**src/rtl/oh_pwrgate_seq_if.sv**
```systemverilog
// Handshake, config and power-control bundle for oh_pwrgate_seq.
// OH_PWRSEQ_RETENTION_EN adds the ret_save/ret_restore strobes.
interface oh_pwrgate_seq_if #(
    parameter int unsigned N  = 4,
    parameter int unsigned DW = 8
);
    logic          pwr_req_i;
    logic [DW-1:0] stagger_cfg_i;
    logic [DW-1:0] settle_cfg_i;
    logic          vdd_good_i;
    logic          pwr_ack_o;
    logic [N-1:0]  sw_en_o;
    logic          iso_en_o;
    logic          dom_reset_o;
    logic          busy_o;
    logic          err_o;
`ifdef OH_PWRSEQ_RETENTION_EN
    logic          ret_save_o;
    logic          ret_restore_o;
`endif

    modport slave (
        input  pwr_req_i, stagger_cfg_i, settle_cfg_i, vdd_good_i,
`ifdef OH_PWRSEQ_RETENTION_EN
        output ret_save_o, ret_restore_o,
`endif
        output pwr_ack_o, sw_en_o, iso_en_o, dom_reset_o, busy_o, err_o
    );

    modport master (
        output pwr_req_i, stagger_cfg_i, settle_cfg_i, vdd_good_i,
`ifdef OH_PWRSEQ_RETENTION_EN
        input  ret_save_o, ret_restore_o,
`endif
        input  pwr_ack_o, sw_en_o, iso_en_o, dom_reset_o, busy_o, err_o
    );
endinterface

```
**src/rtl/oh_pwrgate_seq.sv**
```systemverilog
// Staggered header-switch power-up/down sequencer with isolation and domain reset.
// OH_PWRSEQ_RETENTION_EN adds SAVE/RESTORE retention steps.
module oh_pwrgate_seq #(
    parameter int unsigned N  = 4,
    parameter int unsigned DW = 8
) (
    input logic              clk,
    input logic              reset,
    oh_pwrgate_seq_if.slave  bus
);

    typedef enum logic [3:0] {
        ST_OFF     = 4'd0,
        ST_RAMPUP  = 4'd1,
        ST_SETTLE  = 4'd2,
        ST_UNISO   = 4'd3,
        ST_ON      = 4'd4,
        ST_ISO     = 4'd5,
        ST_RAMPDN  = 4'd6
`ifdef OH_PWRSEQ_RETENTION_EN
        ,
        ST_SAVE    = 4'd7,
        ST_RESTORE = 4'd8
`endif
    } state_e;

    state_e        state_q, state_d;
    logic [DW-1:0] cnt_q, cnt_d;
    logic [N-1:0]  sw_en_q, sw_en_d;
    logic          iso_en_q, iso_en_d;
    logic          dom_reset_q, dom_reset_d;
    logic          pwr_ack_q, pwr_ack_d;
    logic          busy_q, busy_d;
    logic          err_q, err_d;
    logic          rearm_q, rearm_d;
`ifdef OH_PWRSEQ_RETENTION_EN
    logic          ret_save_q, ret_save_d;
    logic          ret_restore_q, ret_restore_d;
`endif

    always_ff @(posedge clk or posedge reset) begin
        if (reset) begin
            state_q     <= ST_OFF;
            cnt_q       <= '0;
            sw_en_q     <= '0;
            iso_en_q    <= 1'b1;
            dom_reset_q <= 1'b1;
            pwr_ack_q   <= 1'b0;
            busy_q      <= 1'b0;
            err_q       <= 1'b0;
            rearm_q     <= 1'b0;
`ifdef OH_PWRSEQ_RETENTION_EN
            ret_save_q    <= 1'b0;
            ret_restore_q <= 1'b0;
`endif
        end else begin
            state_q     <= state_d;
            cnt_q       <= cnt_d;
            sw_en_q     <= sw_en_d;
            iso_en_q    <= iso_en_d;
            dom_reset_q <= dom_reset_d;
            pwr_ack_q   <= pwr_ack_d;
            busy_q      <= busy_d;
            err_q       <= err_d;
            rearm_q     <= rearm_d;
`ifdef OH_PWRSEQ_RETENTION_EN
            ret_save_q    <= ret_save_d;
            ret_restore_q <= ret_restore_d;
`endif
        end
    end

    // Next state and registered outputs; the sw_en thermometer grows from bit0, shrinks from the top
    always_comb begin
        state_d     = state_q;
        cnt_d       = cnt_q;
        sw_en_d     = sw_en_q;
        iso_en_d    = iso_en_q;
        dom_reset_d = dom_reset_q;
        pwr_ack_d   = pwr_ack_q;
        busy_d      = busy_q;
        err_d       = err_q;
        // After a timeout, a fresh start needs pwr_req to have been seen low
        rearm_d     = rearm_q | ~bus.pwr_req_i;
`ifdef OH_PWRSEQ_RETENTION_EN
        ret_save_d    = 1'b0;
        ret_restore_d = 1'b0;
`endif
        case (state_q)
            ST_OFF: begin
                if (bus.pwr_req_i && (!err_q || rearm_q)) begin
                    state_d = ST_RAMPUP;
                    sw_en_d = N'(1);
                    cnt_d   = '0;
                    busy_d  = 1'b1;
                    err_d   = 1'b0;
                end
            end
            ST_RAMPUP: begin
                if (cnt_q == bus.stagger_cfg_i) begin
                    cnt_d = '0;
                    if (&sw_en_q) state_d = ST_SETTLE;
                    else          sw_en_d = (sw_en_q << 1) | N'(1);
                end else begin
                    cnt_d = cnt_q + DW'(1);
                end
            end
            ST_SETTLE: begin
                if (bus.vdd_good_i) begin
                    state_d  = ST_UNISO;
                    iso_en_d = 1'b0;
                end else if (cnt_q == bus.settle_cfg_i) begin
                    state_d = ST_RAMPDN;
                    err_d   = 1'b1;
                    rearm_d = 1'b0;
                    sw_en_d = sw_en_q >> 1;
                    cnt_d   = '0;
                end else begin
                    cnt_d = cnt_q + DW'(1);
                end
            end
            ST_UNISO: begin
`ifdef OH_PWRSEQ_RETENTION_EN
                state_d       = ST_RESTORE;
                ret_restore_d = 1'b1;
`else
                state_d     = ST_ON;
                dom_reset_d = 1'b0;
                pwr_ack_d   = 1'b1;
                busy_d      = 1'b0;
`endif
            end
`ifdef OH_PWRSEQ_RETENTION_EN
            ST_RESTORE: begin
                state_d     = ST_ON;
                dom_reset_d = 1'b0;
                pwr_ack_d   = 1'b1;
                busy_d      = 1'b0;
            end
`endif
            ST_ON: begin
                if (!bus.pwr_req_i) begin
                    state_d     = ST_ISO;
                    iso_en_d    = 1'b1;
                    dom_reset_d = 1'b1;
                    busy_d      = 1'b1;
                end
            end
            ST_ISO: begin
                cnt_d = '0;
`ifdef OH_PWRSEQ_RETENTION_EN
                state_d    = ST_SAVE;
                ret_save_d = 1'b1;
`else
                state_d = ST_RAMPDN;
                sw_en_d = sw_en_q >> 1;
`endif
            end
`ifdef OH_PWRSEQ_RETENTION_EN
            // First cycle strobes ret_save, second cycle is idle
            ST_SAVE: begin
                if (cnt_q == '0) begin
                    cnt_d = DW'(1);
                end else begin
                    state_d = ST_RAMPDN;
                    sw_en_d = sw_en_q >> 1;
                    cnt_d   = '0;
                end
            end
`endif
            ST_RAMPDN: begin
                if (cnt_q == bus.stagger_cfg_i) begin
                    cnt_d = '0;
                    if (sw_en_q == '0) begin
                        state_d   = ST_OFF;
                        pwr_ack_d = 1'b0;
                        busy_d    = 1'b0;
                    end else begin
                        sw_en_d = sw_en_q >> 1;
                    end
                end else begin
                    cnt_d = cnt_q + DW'(1);
                end
            end
            default: state_d = ST_OFF;
        endcase
    end

    assign bus.sw_en_o     = sw_en_q;
    assign bus.iso_en_o    = iso_en_q;
    assign bus.dom_reset_o = dom_reset_q;
    assign bus.pwr_ack_o   = pwr_ack_q;
    assign bus.busy_o      = busy_q;
    assign bus.err_o       = err_q;
`ifdef OH_PWRSEQ_RETENTION_EN
    assign bus.ret_save_o    = ret_save_q;
    assign bus.ret_restore_o = ret_restore_q;
`endif

endmodule

```
**src/flat_wrapper.sv**
```systemverilog
// flat-port wrapper written by rule: the top's interface ports become plain ports
module oh_pwrgate_seq_flat 
#(
    parameter int unsigned N  = 4,
    parameter int unsigned DW = 8
)
  (clk, reset, bus_pwr_req_i, bus_stagger_cfg_i, bus_settle_cfg_i, bus_vdd_good_i, bus_pwr_ack_o, bus_sw_en_o, bus_iso_en_o, bus_dom_reset_o, bus_busy_o, bus_err_o);
  oh_pwrgate_seq_if #(.N(N), .DW(DW)) bus_i ();
  input logic clk;
  input logic reset;
  input wire logic [$bits(bus_i.pwr_req_i)-1:0] bus_pwr_req_i;
  input wire logic [$bits(bus_i.stagger_cfg_i)-1:0] bus_stagger_cfg_i;
  input wire logic [$bits(bus_i.settle_cfg_i)-1:0] bus_settle_cfg_i;
  input wire logic [$bits(bus_i.vdd_good_i)-1:0] bus_vdd_good_i;
  output wire logic [$bits(bus_i.pwr_ack_o)-1:0] bus_pwr_ack_o;
  output wire logic [$bits(bus_i.sw_en_o)-1:0] bus_sw_en_o;
  output wire logic [$bits(bus_i.iso_en_o)-1:0] bus_iso_en_o;
  output wire logic [$bits(bus_i.dom_reset_o)-1:0] bus_dom_reset_o;
  output wire logic [$bits(bus_i.busy_o)-1:0] bus_busy_o;
  output wire logic [$bits(bus_i.err_o)-1:0] bus_err_o;
  assign bus_i.pwr_req_i = bus_pwr_req_i;
  assign bus_i.stagger_cfg_i = bus_stagger_cfg_i;
  assign bus_i.settle_cfg_i = bus_settle_cfg_i;
  assign bus_i.vdd_good_i = bus_vdd_good_i;
  assign bus_pwr_ack_o = bus_i.pwr_ack_o;
  assign bus_sw_en_o = bus_i.sw_en_o;
  assign bus_iso_en_o = bus_i.iso_en_o;
  assign bus_dom_reset_o = bus_i.dom_reset_o;
  assign bus_busy_o = bus_i.busy_o;
  assign bus_err_o = bus_i.err_o;
  oh_pwrgate_seq #(.N(N), .DW(DW)) u_core (.clk(clk), .reset(reset), .bus(bus_i));
endmodule
```
**config.mk**
```make
export PLATFORM = sky130hd
export DESIGN_NAME = oh_pwrgate_seq_flat
export DESIGN_NICKNAME = d
export VERILOG_FILES = /design/src/rtl/oh_pwrgate_seq_if.sv /design/src/rtl/oh_pwrgate_seq.sv /design/src/flat_wrapper.sv
export SDC_FILE = /design/constraint.sdc
export NUM_CORES = 1
export LEC_CHECK = 0
export BUFFER_PORTS_ARGS = -buffer_cell sky130_fd_sc_hd__buf_2
export CAP_MARGIN = 20
export CORE_MARGIN = 4
export CORE_UTILIZATION = 48
export CTS_CLUSTER_SIZE = 8
export DETAILED_ROUTE_END_ITERATION = 8
export GPL_ROUTABILITY_DRIVEN = 1
export HOLD_SLACK_MARGIN = 0.08
export PLACE_DENSITY = 0.81
export SYNTH_ARGS = -nofsm -noshare
export SYNTH_HDL_FRONTEND = slang
export SYNTH_SLANG_ARGS = --single-unit
export TNS_END_PERCENT = 30
```
**constraint.sdc**
```tcl
create_clock -name clk -period 2.3 [get_ports clk]
set_clock_uncertainty 0.05 [all_clocks]
set_input_delay 0.46 -clock clk [delete_from_list [all_inputs] [get_ports clk]]
set_output_delay 0.46 -clock clk [all_outputs]
set_load 0.01 [all_outputs]
```
==> out/results.txt <==
Total CTS buffers - 3
Worst vdd ir - 0.3979 mV
Final period util - 0.8948
Routed vias - 1344
H-tree levels - 1
Drt drc - 0
Sequential share of the synthesized area - 0.3528
Hold Slack - 0.2530 ns
Final TNS setup - 0 ns
Root Driver - clkbuf_4
Layout overhead on the synthesized area - 13.13%
Worst setup path class - reg -> reg
Final layout net count - 215
Met2 WL post-DR - 1.861 mm
Later-pin clock latency in the skew report - 0.30 ns
I/O Buffers - 28
Yosys cell types - 48
Yosys reg bits - 21
Mean area per synthesized cell - 9.015 um^2
Mapped Cells - 166
Total track usage - 0.1882
Critical path fanouts, max - 13
Worst-margin pin slew - 0.8366 ns
Final worst path period need - 2.058 ns
Uppermost layer routed - met4
Number of clock sinks - 21
Critical-path top delay cell - dfrtp_1
IO Count - 29
Total power - 0.001778 W
Outcome - completed
Static Leak - 0.7273 nW
Filler cells - 262
Mapped Nets - 187
Proportion of layout cells with a drive suffix above 1 - 0.2487
Post-Syn Area - 0.001496 mm^2
Arr. time, crit path - 2.26 ns
Slew HR - 0.4416
Core Rows - 19
Fin. Hold Viols - 0
CP max stage delay - 0.55 ns
Crit. End Element - flip-flop
Post-CTS Setup Repair Bufs - 0
Antenna violations before repair - 0
Max Slew Vio Count - 0
Die area - 0.004075 mm^2
Hold WC Path Type - in -> async
Startpoint Class - flip-flop
Final setup violation count - 0
Die Y - 63.84 um
Core ar. - 0.002877 mm^2
Routed Antenna Nets - 0
FMAX - 485.9 MHz
Metal1 wirelength - 1.465 mm
CTS resizes - 0
Final HPWL from detailed placement - 2.813 mm
Vias per cell - 5.719
Total wire length - 3.570 mm
Vias in the first global route - 1397
Final std cells w/o fill - 235
Remaining Overflow, GRT - 0
Chip width - 63.84 um
Antenna cells - 0
First-pass GRT wire length - 6.244 mm
Total of max-cap violations - 0
Starting DRC count in detailed routing - 155
CP required - 2.50 ns
P per Cell Area - 1050 mW/mm^2
Synthesis warning total - 0
Cells along the critical path - inv_1 > a211oi_2 > o21ai_1 > a2111oi_1 > a221o_1
Met3 Wirelength - 206 um
Clock buffer depth - 2
Placed instance count - 231
Clk slew on worst S/H paths - 0.12 ns
WL per Instance - 15.19 um
TritonCTS clock tree - done
First-pass DRT Iterations - 4
Initial core utilization - 0.5202
Gpl congestion - 0.8968
Asr flop ratio synth - 1.000
Largest net degree at the start of global routing - 22
Post-CTS Hold Buffers - 0
RSZ-0062 raised after global routing - false
Main flop type after synthesis - dfrtp_1
EDFF count, synth - 0
==> power breakdown <==
| part | leakage [nW] | switching [W] | total, W | internal, W |
|---|---|---|---|---|
| logic | 0.451 | 0.000547 | 0.000967 | 0.000420 |
| registers | 0.262 | 0.000164 | 0.000631 | 0.000467 |
| clock network | 0.0150 | 0.000113 | 0.000181 | 0.0000676 |
| total | 0.727 | 0.000823 | 0.00178 | 0.000955 |
==> per-layer routing <==
layer	global-route usage	up-vias
met5	0	-
met4	0.07008	0
met3	0.03327	6
met2	0.3355	50
met1	0.2244	639
li1	-	649
==> cell usage after synthesis, types with 2 or more instances <==
| cell type | n | area share |
|---|---|---|
| nand2_1 | 21 | 0.053 |
| dfrtp_1 | 19 | 0.32 |
| xnor2_1 | 16 | 0.094 |
| nor2_1 | 8 | 0.020 |
| o21ai_0 | 8 | 0.027 |
| inv_1 | 7 | 0.018 |
| buf_2 | 6 | 0.020 |
| o21ai_1 | 6 | 0.020 |
| a21oi_1 | 5 | 0.017 |
| and2_1 | 4 | 0.017 |
| mux2i_1 | 4 | 0.027 |
| nand3_1 | 4 | 0.013 |
| nand4_1 | 4 | 0.017 |
| nor2b_1 | 4 | 0.017 |
| a31oi_1 | 3 | 0.013 |
| and3_1 | 3 | 0.013 |
| mux2_4 | 3 | 0.030 |
| nor3_1 | 3 | 0.010 |
| a2111oi_1 | 2 | 0.013 |
| a21o_1 | 2 | 0.010 |
| a221o_1 | 2 | 0.013 |
| a22oi_1 | 2 | 0.010 |
| dfstp_2 | 2 | 0.035 |
| nand2b_1 | 2 | 0.0084 |
| o21a_1 | 2 | 0.010 |
| o2bb2ai_1 | 2 | 0.012 |
==> flip-flops by register name, indices dropped and copies added, names as in the netlist <==
| signal | count |
|---|---|
| u_core.bus.sw_en_o | 4 |
| u_core.bus.err_o | 1 |
| u_core.state_q | 3 |
| u_core.rearm_q | 1 |
| u_core.cnt_q | 8 |
| u_core.bus.iso_en_o | 1 |
| u_core.bus.dom_reset_o | 1 |
| u_core.bus.pwr_ack_o | 1 |
| u_core.bus.busy_o | 1 |
==> metrics by stage <==
step	area, um^2	util	setup slack (ns)
2_1_floorplan	1496	-	0.5085
3_3_place_gp	1667	0.5794	0.4293
3_5_place_dp	1667	0.5794	0.2923
4_1_cts	1693	0.5885	0.2692
5_1_grt	1693	0.5885	0.1323
6_report	1693	0.5885	0.2420
==> final timing paths <==
kind / startpoint / to / slack [ns] / depth (start not counted)
max in group asynchronous: reset / u_core.bus.sw_en_o[2] / 1.44 / 2
worst min-delay path: reset / u_core.cnt_q[2] / 0.25 / 2
worst max register to register: u_core.state_q[1] / u_core.cnt_q[3] / 0.24 / 5
worst min register to register: u_core.bus.dom_reset_o / u_core.bus.dom_reset_o / 0.44 / 2
min in group clk: bus_pwr_req_i / u_core.bus.iso_en_o / 0.40 / 4
worst max-delay path: u_core.state_q[1] / u_core.cnt_q[3] / 0.24 / 5
==> cell type report <==
class                      instances  area (um^2)  area share
clock buffer                       4        26.28     0.01552
inverter                           8        30.03     0.01774
multi-input combinational        129        893.4      0.5277
sequential                        21        528.0      0.3119
tap                               42        52.55     0.03104
timing repair buffer              31        162.7     0.09608
==> kinds of logic after synthesis <==
kind of cell	synth area share
simple gates	0.2048
compound gates	0.2333
flops	0.3528
xor+xnor	0.09364
buf+inv	0.05017
mux	0.05686
fa+ha+maj	0.008360
==> layout by cell type (no fill, tap or decap), types with 3 or more instances in the layout <==
cell type  synthesis  routed
a21oi_1            5       5
nor3_1             3       3
nand4_1            4       4
nand2_1           21      21
and3_1             3       3
and2_1             4       4
mux2i_1            4       4
nor2b_1            4       4
o21ai_1            6       6
mux2_4             3       3
inv_1              7       7
dfrtp_1           19      19
nor2_1             8       8
xnor2_1           16      16
a31oi_1            3       3
clkbuf_4           0       3
nand3_1            4       4
o21ai_0            8       8
buf_4              0       3
buf_2              6      28
==> worst max-delay path: cells and delay by family (launching register included) <==
family / cells / cell delay, ns
AOI/OAI and AO/OA: 4 / 1.15
buffers and inverters: 1 / 0.24
DFF: 1 / 0.55
Note: power is estimated with default switching activity, not from simulation.
